`src/rtl/data_mem_arbiter_if.sv`:
```
// Bus bundle between the CPU load/store path, the display scanner, Data_Memory
// and data_mem_arbiter. The arbiter uses the slave modport. The requesters and
// the memory use the master modport.
interface data_mem_arbiter_if #(
   parameter int unsigned AW = 32,
   parameter int unsigned DW = 32
);
   logic          cpu_req;
   logic          cpu_we;
   logic [AW-1:0] cpu_addr;
   logic [DW-1:0] cpu_wdata;
   logic [DW-1:0] cpu_rdata;
   logic          cpu_ack;
   logic          disp_req;
   logic [AW-1:0] disp_addr;
   logic [DW-1:0] disp_rdata;
   logic          disp_ack;
   logic          mem_we;
   logic [AW-1:0] mem_addr;
   logic [DW-1:0] mem_wd;
   logic [DW-1:0] mem_rd;

   modport slave (
      input  cpu_req, cpu_we, cpu_addr, cpu_wdata, disp_req, disp_addr, mem_rd,
      output cpu_rdata, cpu_ack, disp_rdata, disp_ack, mem_we, mem_addr, mem_wd
   );

   modport master (
      output cpu_req, cpu_we, cpu_addr, cpu_wdata, disp_req, disp_addr, mem_rd,
      input  cpu_rdata, cpu_ack, disp_rdata, disp_ack, mem_we, mem_addr, mem_wd
   );
endinterface

```
`src/rtl/data_mem_arbiter.sv`:
```
// data_mem_arbiter: shares the single Data_Memory port between the CPU and the
// read-only display scanner. Each access runs IDLE (arbitrate and latch),
// ACCESS (one memory cycle) and DONE (one-cycle ack).
// Build option MEM_ARB_RR_EN selects round-robin arbitration. Without it, the
// CPU has fixed priority and a starvation counter lets the display through
// after STARVE_LIMIT lost arbitrations.
// AW/DW must match the parameters of the connected interface instance.
module data_mem_arbiter #(
   parameter int unsigned AW           = 32,
   parameter int unsigned DW           = 32,
   parameter int unsigned STARVE_LIMIT = 4
) (
   input  logic               clk,
   input  logic               rst,
   data_mem_arbiter_if.slave  bus
);

   typedef enum logic [1:0] {IDLE, ACCESS, DONE} state_t;

   localparam logic OWN_CPU  = 1'b0;
   localparam logic OWN_DISP = 1'b1;

   state_t        state_q, state_d;
   logic [AW-1:0] addr_q, addr_d;
   logic [DW-1:0] wdata_q, wdata_d;
   logic          we_q, we_d;
   logic          owner_q, owner_d;
   logic [DW-1:0] cpu_rdata_q, cpu_rdata_d;
   logic [DW-1:0] disp_rdata_q, disp_rdata_d;
   logic          any_req;
   logic          disp_wins;

`ifdef MEM_ARB_RR_EN
   logic          last_owner_q, last_owner_d;
`else
   localparam int unsigned       WAIT_W   = $clog2(STARVE_LIMIT + 1);
   localparam logic [WAIT_W-1:0] WAIT_MAX = WAIT_W'(STARVE_LIMIT);
   logic [WAIT_W-1:0] disp_wait_q, disp_wait_d;
`endif

   assign any_req = bus.cpu_req | bus.disp_req;

   // Select the winner among the current requests
   always_comb begin
      disp_wins = 1'b0;
`ifdef MEM_ARB_RR_EN
      if (bus.cpu_req && bus.disp_req) begin
         disp_wins = (last_owner_q == OWN_CPU);
      end else begin
         disp_wins = bus.disp_req;
      end
`else
      disp_wins = bus.disp_req && (!bus.cpu_req || (disp_wait_q == WAIT_MAX));
`endif
   end

   // Next-state logic: latch the winner in IDLE, capture read data in ACCESS
   always_comb begin
      state_d      = state_q;
      addr_d       = addr_q;
      wdata_d      = wdata_q;
      we_d         = we_q;
      owner_d      = owner_q;
      cpu_rdata_d  = cpu_rdata_q;
      disp_rdata_d = disp_rdata_q;
`ifdef MEM_ARB_RR_EN
      last_owner_d = last_owner_q;
`else
      disp_wait_d  = disp_wait_q;
`endif
      case (state_q)
         IDLE: begin
            if (any_req) begin
               state_d = ACCESS;
               owner_d = disp_wins ? OWN_DISP : OWN_CPU;
               addr_d  = disp_wins ? bus.disp_addr : bus.cpu_addr;
               wdata_d = disp_wins ? '0 : bus.cpu_wdata;
               we_d    = !disp_wins && bus.cpu_we;
`ifdef MEM_ARB_RR_EN
               last_owner_d = disp_wins ? OWN_DISP : OWN_CPU;
`else
               if (disp_wins) begin
                  disp_wait_d = '0;
               end else if (bus.disp_req && (disp_wait_q != WAIT_MAX)) begin
                  disp_wait_d = disp_wait_q + WAIT_W'(1);
               end
`endif
            end
         end
         ACCESS: begin
            state_d = DONE;
            if (owner_q == OWN_CPU) begin
               cpu_rdata_d = bus.mem_rd;
            end else begin
               disp_rdata_d = bus.mem_rd;
            end
         end
         DONE: begin
            state_d = IDLE;
         end
         default: begin
            state_d = IDLE;
         end
      endcase
   end

   // State and data registers with synchronous reset
   always_ff @(posedge clk) begin
      if (rst) begin
         state_q      <= IDLE;
         addr_q       <= '0;
         wdata_q      <= '0;
         we_q         <= 1'b0;
         owner_q      <= OWN_DISP;
         cpu_rdata_q  <= '0;
         disp_rdata_q <= '0;
`ifdef MEM_ARB_RR_EN
         last_owner_q <= OWN_DISP;
`else
         disp_wait_q  <= '0;
`endif
      end else begin
         state_q      <= state_d;
         addr_q       <= addr_d;
         wdata_q      <= wdata_d;
         we_q         <= we_d;
         owner_q      <= owner_d;
         cpu_rdata_q  <= cpu_rdata_d;
         disp_rdata_q <= disp_rdata_d;
`ifdef MEM_ARB_RR_EN
         last_owner_q <= last_owner_d;
`else
         disp_wait_q  <= disp_wait_d;
`endif
      end
   end

   // Memory port and acks decoded from the registered state; idle outputs are zero
   always_comb begin
      bus.mem_we     = (state_q == ACCESS) && we_q && (owner_q == OWN_CPU);
      bus.mem_addr   = (state_q == ACCESS) ? addr_q  : '0;
      bus.mem_wd     = (state_q == ACCESS) ? wdata_q : '0;
      bus.cpu_ack    = (state_q == DONE) && (owner_q == OWN_CPU);
      bus.disp_ack   = (state_q == DONE) && (owner_q == OWN_DISP);
      bus.cpu_rdata  = cpu_rdata_q;
      bus.disp_rdata = disp_rdata_q;
   end

endmodule

```
`src/flat_wrapper.sv`:
```
// flat-port wrapper written by rule: the top's interface ports become plain ports
module data_mem_arbiter_flat 
#(
   parameter int unsigned AW           = 32,
   parameter int unsigned DW           = 32,
   parameter int unsigned STARVE_LIMIT = 4
)
  (clk, rst, bus_cpu_req, bus_cpu_we, bus_cpu_addr, bus_cpu_wdata, bus_disp_req, bus_disp_addr, bus_mem_rd, bus_cpu_rdata, bus_cpu_ack, bus_disp_rdata, bus_disp_ack, bus_mem_we, bus_mem_addr, bus_mem_wd);
  data_mem_arbiter_if #(.AW(AW), .DW(DW)) bus_i ();
  input  logic clk;
  input  logic rst;
  input wire logic [$bits(bus_i.cpu_req)-1:0] bus_cpu_req;
  input wire logic [$bits(bus_i.cpu_we)-1:0] bus_cpu_we;
  input wire logic [$bits(bus_i.cpu_addr)-1:0] bus_cpu_addr;
  input wire logic [$bits(bus_i.cpu_wdata)-1:0] bus_cpu_wdata;
  input wire logic [$bits(bus_i.disp_req)-1:0] bus_disp_req;
  input wire logic [$bits(bus_i.disp_addr)-1:0] bus_disp_addr;
  input wire logic [$bits(bus_i.mem_rd)-1:0] bus_mem_rd;
  output wire logic [$bits(bus_i.cpu_rdata)-1:0] bus_cpu_rdata;
  output wire logic [$bits(bus_i.cpu_ack)-1:0] bus_cpu_ack;
  output wire logic [$bits(bus_i.disp_rdata)-1:0] bus_disp_rdata;
  output wire logic [$bits(bus_i.disp_ack)-1:0] bus_disp_ack;
  output wire logic [$bits(bus_i.mem_we)-1:0] bus_mem_we;
  output wire logic [$bits(bus_i.mem_addr)-1:0] bus_mem_addr;
  output wire logic [$bits(bus_i.mem_wd)-1:0] bus_mem_wd;
  assign bus_i.cpu_req = bus_cpu_req;
  assign bus_i.cpu_we = bus_cpu_we;
  assign bus_i.cpu_addr = bus_cpu_addr;
  assign bus_i.cpu_wdata = bus_cpu_wdata;
  assign bus_i.disp_req = bus_disp_req;
  assign bus_i.disp_addr = bus_disp_addr;
  assign bus_i.mem_rd = bus_mem_rd;
  assign bus_cpu_rdata = bus_i.cpu_rdata;
  assign bus_cpu_ack = bus_i.cpu_ack;
  assign bus_disp_rdata = bus_i.disp_rdata;
  assign bus_disp_ack = bus_i.disp_ack;
  assign bus_mem_we = bus_i.mem_we;
  assign bus_mem_addr = bus_i.mem_addr;
  assign bus_mem_wd = bus_i.mem_wd;
  data_mem_arbiter #(.AW(AW), .DW(DW), .STARVE_LIMIT(STARVE_LIMIT)) u_core (.clk(clk), .rst(rst), .bus(bus_i));
endmodule
```
`config.mk`:
```
export PLATFORM = sky130hd
export DESIGN_NAME = data_mem_arbiter_flat
export DESIGN_NICKNAME = d
export VERILOG_FILES = /design/src/rtl/data_mem_arbiter_if.sv /design/src/rtl/data_mem_arbiter.sv /design/src/flat_wrapper.sv
export SDC_FILE = /design/constraint.sdc
export NUM_CORES = 1
export LEC_CHECK = 0
export ABC_AREA = 1
export BUFFER_PORTS_ARGS = -buffer_cell sky130_fd_sc_hd__buf_2
export CAP_MARGIN = 20
export CORE_MARGIN = 2
export CORE_UTILIZATION = 35
export CTS_CLUSTER_DIAMETER = 80
export DETAILED_ROUTE_END_ITERATION = 7
export GPL_TIMING_DRIVEN = 0
export HOLD_SLACK_MARGIN = 0.06
export SETUP_SLACK_MARGIN = 0.5
export SLEW_MARGIN = 20
export SYNTH_ARGS = -nofsm -noshare
export SYNTH_HDL_FRONTEND = slang
export SYNTH_SLANG_ARGS = --single-unit
```
`constraint.sdc`:
```
create_clock -name clk -period 1.4 [get_ports clk]
set_input_delay 0.21 -clock clk [delete_from_list [all_inputs] [get_ports clk]]
set_output_delay 0.21 -clock clk [all_outputs]
set_load 0.05 [all_outputs]
```
==> results.cfg <==
[outcome]
status = complete, but fails checks
violations = setup timing

[sta]
max_slew_margin_pct = 55.38
rsz0062_at_grt = true
report.final.hold_viol_count = 0
slew_viol_final = 0
post-route-period-util_pct = 128.0
fin_hold_ws_ps = 78.38
fin_ws_ps = -392.4
layout_min_cycle_time_ps = 1792
clock_skew_ps = 5.566
fmax_mhz = 557.9
setup_violations = 99
tightestPinTransition_ps = 669.2

[final_layout]
fillers = 1545
synthToLayoutAreaGrowth_pct = 72.77
layout_commonest_cell = buf_2
most-common-layout-cells = 207 x buf_2, 137 x nand2_1, 130 x dfxtp_1
antenna_cells = 0
multi_input_area_um2 = 3198
final_nets = 1377
fin_util_pct = 62.38
drive_above_1_share_pct = 37.45
regArea_um2 = 2711
instances_no_fill = 1475

[global_routing]
grt_overflow_total = 0
grt_pass1_vias = 6646
grt.total_usage_pct = 22.85
antenna_found_initial = 1
grt_max_degree = 17
grt_pass1_wl_um = 33110

[synthesis]
ys_seq_area_share_pct = 44.82
yosysWarnings = 0
synthArstFlopShare_pct = 0
synth_top_cell_by_area = dfxtp_1
synth_nets = 1026
synthCells = 891
synth_top_area_share_pct = 44.82
synth_edf_count = 0
syn_avg_cell_area_um2 = 6.767
syn_area_um2 = 6030
synth-seq-cells = 135
ys_types = 20
synthFlopType = dfxtp_1
synthTopCellsByArea = dfxtp_1 45%, nand3_1 11%, a21oi_1 11%

[worst_setup_path]
crit_path_max_fanout = 7
crit_family = buffers and inverters
path_common_cell = nor2_4
max_stage_delay_ps = 350
crit_slowest_cell = dfxtp_4
critPathArrivalTime_ps = 1580
path_cells = inv_4 -> nor2_4 -> inv_2 -> buf_12 -> buf_16 -> nor2_4 -> buf_8
critical_path_required_ps = 1190
crit_buf_inv = 5
critical_path_class = flip-flop to output port
critPathCaptureType = output port
cp-start-kind = flip-flop

[cts]
cts_buffer_depth = 2
numCtsBuffers = 17
cts_tree = built
htree_levels = 4
path_clk_slew_ps = 60
clock_sinks = 135
cts_root_buf = clkbuf_16
clk_latency_ps = 420

[place]
place_ws_ps = -233.5
io_buffers = 262
place_inst = 1373
dp_hpwl_um = 15190
routabilityCongestion = 0.8130

[die]
die_x_um = 135.3
core_um2 = 16700
initial_core_util_pct = 36.10
rows = 47
die_y_um = 135.3
dieArea_um2 = 18290
ioPinCount = 264

[drt]
dr.pass1.iters = 8
wl_um = 21490
first_iter_violations = 260
antenna_left = 0
vias = 6971
drc = 0
vias_per_cell = 4.726
avgRoutedWirePerCell_um = 14.57

[pwr]
ir_drop_mv = 0.9073
clkPwrFrac_pct = 37.9
cellPowerDensity_nw_per_um2 = 1130
combPwrFrac_pct = 26.0
p_switching_uw = 3789
seqPwrFrac_pct = 36.1
swShare_pct = 32.18
power.internal_uw = 7984
p_leak_uw = 0.004567

[worst_hold_path]
hp-class = input port to flip-flop

[flow_run]
cap_violations = 0
-- kinds of logic (layout without fill, tap and decap cells) --
group	count (synthesis)	in the layout	share of synthesized area, %
AOI/OAI and AO/OA	164	164	13.72
DFF	135	135	44.82
and+or+nand+nor	412	412	28.55
buffers and inverters	177	541	12.35
adders and majority gates	2	2	0.4150
xor gates and xnor gates	1	1	0.1453
-- layout make-up --
type | instances | area share (%)
Multi-Input combinational cell | 579 | 30.70
Sequential cell | 135 | 26.03
Timing Repair Buffer | 332 | 24.53
Buffer | 71 | 6.582
Clock buffer | 19 | 4.252
Inverter | 106 | 3.891
Tap cell | 220 | 2.642
Clock inverter | 13 | 1.381
-- layer usage --
layer  part of all wire [%]  global-route usage (%)
met1                     42                   28.16
met3                    6.8                   5.761
met4                    1.1                   6.308
met2                     50                   39.65
met5                  0.060                       0
-- flip-flops by register name (all words and copies together), names as in the netlist --
signal and flops:
u_core.addr_q 32, u_core.bus.cpu_rdata 32, u_core.bus.disp_rdata 32, u_core.disp_wait_q 3, u_core.owner_q 1, u_core.state_q 2
u_core.wdata_q 32, u_core.we_q 1
-- worst register-to-register path, cell delays in order (launching register included) --
cell     delay [ps]
dfxtp_2         340
inv_2           110
nand2_1         120
nor2_4          190
buf_4           140
buf_2           200
nand3_1         120
a21oi_1         140
-- path summary, 6_finish.rpt --
kind	startpoint	to	slack, ps	depth (start not counted)
max reg2reg	u_core.state_q[1]	u_core.wdata_q[4]	-40	7
max	u_core.state_q[0]	bus_mem_addr[2]	-390	7
min	bus_mem_rd[10]	u_core.bus.disp_rdata[10]	80	3
min reg2reg	u_core.bus.disp_rdata[21]	u_core.bus.disp_rdata[21]	460	2
-- cell usage after synthesis, types with 3 or more instances --
cell,count
a21oi_1,129
buf_1,6
buf_2,25
buf_4,7
buf_6,3
clkbuf_1,30
dfxtp_1,135
inv_1,105
nand2_1,142
nand3_1,130
nor2_1,136
o21ai_0,33
-- power by group through the flow --
stage	combinational, uW	sequential (uW)	clock (uW)
finish	3060	4250	4460
global route	3290	4280	4700
CTS	2940	4250	4550
detailed placement	2550	4340	0
global placement	2550	4330	0
floorplan	1580	4600	0
-- metrics by stage --
step / power [uW] / TNS [ps] / area, um^2
2_1_floorplan: 6182 / 0 / 6744
3_3_place_gp: 6876 / -20700 / 8330
3_5_place_dp: 6890 / -20360 / 8330
4_1_cts: 11740 / -30500 / 10140
5_1_grt: 12280 / -36890 / 10420
6_report: 11770 / -23850 / 10420
-- timing repair --
action / in CTS / in global routing
gates resized for setup: 174 / 57
gates cloned: 1 / 3
hold endpoints to repair: 63 / 0
setup buffers: 11 / 1
endpoints found under the setup margin: 266 / 266
hold buffers: 54 / 0
pin swaps: 3 / 21
No activity file was read; power rests on OpenSTA's default activity.
